--- config.mk ---
export PLATFORM = sky130hd
export DESIGN_NAME = program_loader
export DESIGN_NICKNAME = d
export VERILOG_FILES = /design/src/rtl/arch_defs_pkg.sv /design/src/rtl/loader_timeout.sv /design/src/rtl/program_loader.sv
export SDC_FILE = /design/constraint.sdc
export NUM_CORES = 1
export LEC_CHECK = 0
export CORE_MARGIN = 1.5
export CORE_UTILIZATION = 52
export CTS_CLUSTER_DIAMETER = 50
export DETAILED_ROUTE_END_ITERATION = 7
export PLACE_DENSITY = 0.81
export SLEW_MARGIN = 20
export SYNTH_ARGS = -nofsm -noshare
export SYNTH_HDL_FRONTEND = slang
export SYNTH_SLANG_ARGS = --single-unit
--- constraint.sdc ---
create_clock -name clk -period 2.6 [get_ports clk]
set_input_delay 0.52 -clock clk [delete_from_list [all_inputs] [get_ports clk]]
set_output_delay 0.52 -clock clk [all_outputs]
set_load 0.02 [all_outputs]
--- src/rtl/arch_defs_pkg.sv ---
`default_nettype none
// ============================================================================
// Module   : arch_defs_pkg
// Purpose  : Shared architecture definitions: program loader sync bytes and
//            loader FSM state encoding.
// Revision : 1.0 - initial release
// ============================================================================
package arch_defs_pkg;

  // Frame opener and end-of-load command bytes
  localparam logic [7:0] LOADER_SYNC_FRAME = 8'hA5;
  localparam logic [7:0] LOADER_SYNC_END   = 8'h5A;

  typedef enum logic [2:0] {
    LD_IDLE    = 3'd0,
    LD_ADDR_HI = 3'd1,
    LD_ADDR_LO = 3'd2,
    LD_LEN     = 3'd3,
    LD_DATA    = 3'd4,
    LD_CSUM    = 3'd5,
    LD_DONE    = 3'd6,
    LD_ERROR   = 3'd7
  } loader_state_t;

  // True in the states that sit inside a frame, where the idle timeout runs
  function automatic logic in_frame(input loader_state_t s);
    return (s == LD_ADDR_HI) || (s == LD_ADDR_LO) || (s == LD_LEN) ||
           (s == LD_DATA)    || (s == LD_CSUM);
  endfunction

endpackage
`default_nettype wire

--- src/rtl/loader_timeout.sv ---
`default_nettype none
// ============================================================================
// Module   : loader_timeout
// Purpose  : Idle-cycle counter. 'expired' is asserted combinationally on the
//            cycle whose clock edge would be the TIMEOUT_CYCLES-th consecutive
//            enabled cycle, so the owner can act on that same edge.
//            TIMEOUT_CYCLES = 0 disables the counter.
// Revision : 1.0 - initial release
// ============================================================================
module loader_timeout #(
  parameter int TIMEOUT_CYCLES = 1_000_000
) (
  input  logic clk,
  input  logic reset,
  input  logic clear,
  input  logic enable,
  output logic expired
);

  generate
    if (TIMEOUT_CYCLES > 0) begin : g_count
      localparam int            CW     = (TIMEOUT_CYCLES > 1) ? $clog2(TIMEOUT_CYCLES) : 1;
      localparam logic [CW-1:0] C_LAST = CW'(TIMEOUT_CYCLES - 1);

      logic [CW-1:0] r_cnt;

      // Count enabled cycles; clear has priority over counting
      always_ff @(posedge clk or negedge reset) begin
        if (!reset) begin
          r_cnt <= '0;
        end else if (clear) begin
          r_cnt <= '0;
        end else if (enable) begin
          r_cnt <= r_cnt + 1'b1;
        end
      end

      assign expired = enable && !clear && (r_cnt == C_LAST);
    end else begin : g_disabled
      logic w_unused;
      assign w_unused = &{1'b0, clk, reset, clear, enable};
      assign expired  = 1'b0;
    end
  endgenerate

endmodule
`default_nettype wire

--- src/rtl/program_loader.sv ---
`default_nettype none
// ============================================================================
// Module   : program_loader
// Purpose  : Boot-time loader. Parses A5-framed records from a byte stream,
//            writes their payload into memory one byte per cycle, verifies
//            an additive checksum and releases the CPU on a 5A command.
// Revision : 1.0 - initial release
// ============================================================================
module program_loader
  import arch_defs_pkg::*;
#(
  parameter int TIMEOUT_CYCLES = 1_000_000
) (
  input  logic        clk,
  input  logic        reset,
  input  logic [7:0]  rx_data,
  input  logic        rx_valid,
  output logic        rx_ready,
  output logic        mem_we,
  output logic [15:0] mem_addr,
  output logic [7:0]  mem_wdata,
  output logic        cpu_hold,
  output logic        load_done,
  output logic        load_error,
  output logic [7:0]  frame_count
);

  loader_state_t r_state;
  logic [15:0]   r_addr;      // address of the next data byte
  logic [7:0]    r_sum;       // running 8-bit sum since addr_hi
  logic [8:0]    r_remain;    // data bytes still expected (1..256)

  logic          w_accept;
  logic          w_in_frame;
  logic          w_expired;
  logic [7:0]    w_sum_next;

  assign w_accept   = rx_valid && rx_ready;
  assign w_in_frame = in_frame(r_state);
  assign w_sum_next = r_sum + rx_data;

  loader_timeout #(
    .TIMEOUT_CYCLES (TIMEOUT_CYCLES)
  ) u_timeout (
    .clk     (clk),
    .reset   (reset),
    .clear   (w_accept || !w_in_frame),
    .enable  (w_in_frame && !w_accept),
    .expired (w_expired)
  );

  // Frame parser FSM with all outputs registered; rx_ready depends only on state
  always_ff @(posedge clk or negedge reset) begin
    if (!reset) begin
      r_state     <= LD_IDLE;
      r_addr      <= 16'h0000;
      r_sum       <= 8'h00;
      r_remain    <= 9'd0;
      rx_ready    <= 1'b0;
      mem_we      <= 1'b0;
      mem_addr    <= 16'h0000;
      mem_wdata   <= 8'h00;
      cpu_hold    <= 1'b1;
      load_done   <= 1'b0;
      load_error  <= 1'b0;
      frame_count <= 8'h00;
    end else begin
      mem_we <= 1'b0;
      case (r_state)
        LD_IDLE: begin
          rx_ready <= 1'b1;
          if (w_accept) begin
            if (rx_data == LOADER_SYNC_FRAME) begin
              r_state <= LD_ADDR_HI;
            end else if (rx_data == LOADER_SYNC_END) begin
              r_state   <= LD_DONE;
              rx_ready  <= 1'b0;
              cpu_hold  <= 1'b0;
              load_done <= 1'b1;
            end
          end
        end
        LD_ADDR_HI: begin
          if (w_accept) begin
            r_addr[15:8] <= rx_data;
            r_sum        <= rx_data;
            r_state      <= LD_ADDR_LO;
          end
        end
        LD_ADDR_LO: begin
          if (w_accept) begin
            r_addr[7:0] <= rx_data;
            r_sum       <= w_sum_next;
            r_state     <= LD_LEN;
          end
        end
        LD_LEN: begin
          if (w_accept) begin
            // A length byte of zero encodes a full 256-byte payload
            r_remain <= (rx_data == 8'h00) ? 9'd256 : {1'b0, rx_data};
            r_sum    <= w_sum_next;
            r_state  <= LD_DATA;
          end
        end
        LD_DATA: begin
          if (w_accept) begin
            mem_we    <= 1'b1;
            mem_addr  <= r_addr;
            mem_wdata <= rx_data;
            r_addr    <= r_addr + 16'h0001;   // wraps FFFF -> 0000
            r_sum     <= w_sum_next;
            r_remain  <= r_remain - 9'd1;
            if (r_remain == 9'd1) begin
              r_state <= LD_CSUM;
            end
          end
        end
        LD_CSUM: begin
          if (w_accept) begin
            if (w_sum_next == 8'h00) begin
              r_state <= LD_IDLE;
              if (frame_count != 8'hFF) begin
                frame_count <= frame_count + 8'h01;
              end
            end else begin
              r_state    <= LD_ERROR;
              rx_ready   <= 1'b0;
              load_error <= 1'b1;
            end
          end
        end
        LD_DONE: begin
          rx_ready <= 1'b0;
        end
        default: begin
          rx_ready <= 1'b0;
        end
      endcase

      // An in-frame stall overrides everything; no byte is accepted then
      if (w_expired) begin
        r_state    <= LD_ERROR;
        rx_ready   <= 1'b0;
        load_error <= 1'b1;
      end
    end
  end

endmodule
`default_nettype wire

==> impl_metrics.ini <==
[setup_path]
cp_cell_sequence = ha_2 > inv_2 > fa_2 > nand2b_4 > a21oi_4 > xor2_2 > nor3_2 > nand4bb_2 > buf_6 > o31a_1 > o22a_2
crit_family = simple AND/OR/NAND/NOR gates
path_class = register to register
worst_setup_path_start_kind = register
slowest_stage = dfrtp_1
max_stage_delay_ns = 0.37
cp_max_fo = 4
cp-endpoint = r_state[0]
regToRegStartpoint = r_sum[0]
crit_start = r_sum[0]
path_depth = 11
crit_arrival_ns = 2.81
r2r_cells = 11
r2r_end = r_state[0]
crit_buf_inv = 2
cp-end-kind = register
r2r_setup_slack_ns = 0.05
critPathRequiredTime_ns = 2.86

[grt]
grt_max_degree = 45
antenna_found_initial = 0
grt_usage_pct = 25.74
grt_pass1_wl_um = 20390
first_global_vias = 4241
grt.overflow.total = 0

[floorplanning]
ios = 48
initial_core_util_pct = 53.35
num_rows = 35
fp.dieArea_sq_um = 10030
dieWidth_um = 100.1
core_area_sq_um = 9196
die_y_um = 100.1

[sta]
relSlewSlack_pct = 56.21
fmax_mhz = 392.8
maxSlewViolCount = 0
period_share_pct = 97.91
setup_violations = 0
hold_viol = 0
finalCriticalPeriod_ns = 2.546
holdWs_ns = 0.1216
skew_ns = 0.01205
fin_tns_setup_ns = 0
layout_setup_ws_ns = 0.05445
worst_pin_slew_ns = 0.6519
rsz0062_at_grt = true

[routing]
drt_iter0_markers = 295
drt_wl_total_um = 12150
postRouteAntennaNets = 0
route.detailed.drc = 0
drt-vias-per-instance = 5.977
wl_per_cell_um = 16.55
drt-pass1-iter-count = 5
vias = 4387

[logic_synthesis]
synth_top_area_cell = dfrtp_1
netlist_instances = 524
synth-edff-count = 0
synth_cell_types = 52
syn_area_per_cell_sq_um = 9.363
synth_area_leaders = dfrtp_1 (47%), mux2_2 (6.2%), a21oi_1 (6.0%), nor2_1 (4.2%), o21ai_0 (3.7%)
yosys_warnings = 0
ys_seq_elements = 93
yosysSeqAreaShare_pct = 47.46
synth_top_area_share_pct = 46.93
syn-cell-area_sq_um = 4906
synthFlopType = dfrtp_1
synth_common_cells = dfrtp_1 (92), a21oi_1 (59), nor2_1 (55), nand2_1 (47), o21ai_0 (36)
synth_fp_nets = 548
synthArstFlopShare_pct = 100.0
synth.most_common_cell = dfrtp_1

[clock_tree]
clkTransAtPathRegs_ns = 0.09
clockBufferDepth = 2
clock-root-buffer = clkbuf_8
cts_made_buffers = 9
htree_num_levels = 3
cts_hold_buf = 0
cts_tree = yes
clk_latency_ns = 0.38
clock-sinks = 93

[placed_design]
preCtsSetupSlack_ns = -0.8927
place_area_sq_um = 5872
dp.cells = 713
dp_hpwl_um = 8147
io_buffers = 47
globalplace.congestion = 0.8839

[layout]
final_util_pct = 68.16
final_net_count = 642
instances_no_fill = 734
antenna_cells = 0
fin_area_sq_um = 6269
layout-drive-gt1-share_pct = 22.15
area_delta_synth_final_pct = 27.77

[pwr]
totalPowerFinal_mw = 6.237
power.leakage_nw = 2.782
powerDensity_nw_per_um2 = 995.0
peakVddDrop_v = 0.0006713

[run_status]
outcome = finished, final reports clean

[run]
maxCapViolations = 0

[min_path]
hold_class = input port to async pin
## cell usage in the layout, fill, tap and decap left out, types with 14 or more instances in the layout
master,instances
inv_1,14
a21oi_1,57
clkdlybuf4s50_1,39
o21ai_0,35
nor2_1,53
buf_4,52
xor2_1,14
mux2_2,27
nand2_1,47
nand3_1,21
dfrtp_1,92
## routing by layer
layer  up-vias  share of wire (%)  global-route usage, %
li1       2050                  -                      -
met1      2134                 44                  34.95
met2       168                 48                  41.34
met3        35                5.4                  3.830
met4         0                2.8                  11.16
met5         -                  0                      0
## report_power, final
group	internal [mW]	total, mW	switching (mW)	leakage (nW)
Sequential	1.90	2.31	0.416	1.20
Clock	0.404	0.924	0.521	0.0888
Combinational	1.42	3.00	1.58	1.49
## cell type report
type | count | area (sq um)
flip-flops and latches | 93 | 2328
fillers | 699 | 2928
clock buffers | 12 | 155.1
well taps | 111 | 138.9
inverters | 15 | 56.30
repair buffers | 103 | 913.4
clock inverters | 4 | 32.53
multi-input cells | 396 | 2644
## cells by family (layout without fill, tap and decap cells)
logic type | after synthesis | in the layout | share of synthesized area (%)
AND/OR/NAND/NOR | 196 | 196 | 19.66
AO/OA/AOI/OAI | 127 | 127 | 14.54
XOR/XNOR | 29 | 29 | 5.177
flip-flops | 93 | 93 | 47.46
buffers and inverters | 35 | 134 | 2.678
adder cells (fa/ha/maj) | 13 | 13 | 3.468
multiplexers | 31 | 31 | 7.014
## timing repair
item	4_1_cts	5_1_grt
pin swaps	14	11
setup buffers	4	1
gates resized for setup	29	13
gates cloned	0	0
endpoints found under the setup margin	13	13
## worst min path at each step
stage	end	slack, ns	startpoint	cells past startpoint
finish	frame_count[7]	0.12	reset	1
global route	frame_count[3]	0.16	reset	1
CTS	frame_count[3]	0.15	reset	1
detailed placement	u_timeout.g_count.r_cnt[0]	0.45	u_timeout.g_count.r_cnt[0]	1
global placement	u_timeout.g_count.r_cnt[0]	0.44	u_timeout.g_count.r_cnt[0]	1
floorplan	frame_count[0]	0.22	reset	0
## sequential cells by signal, indices dropped and copies added (netlist names), 3 cells and up
name and flops:
r_remain 9, mem_wdata 8, frame_count 8, r_state 3
u_timeout.g_count.r_cnt 20, mem_addr 16, r_addr 16, r_sum 8
No activity file was read; power rests on OpenSTA's default activity.
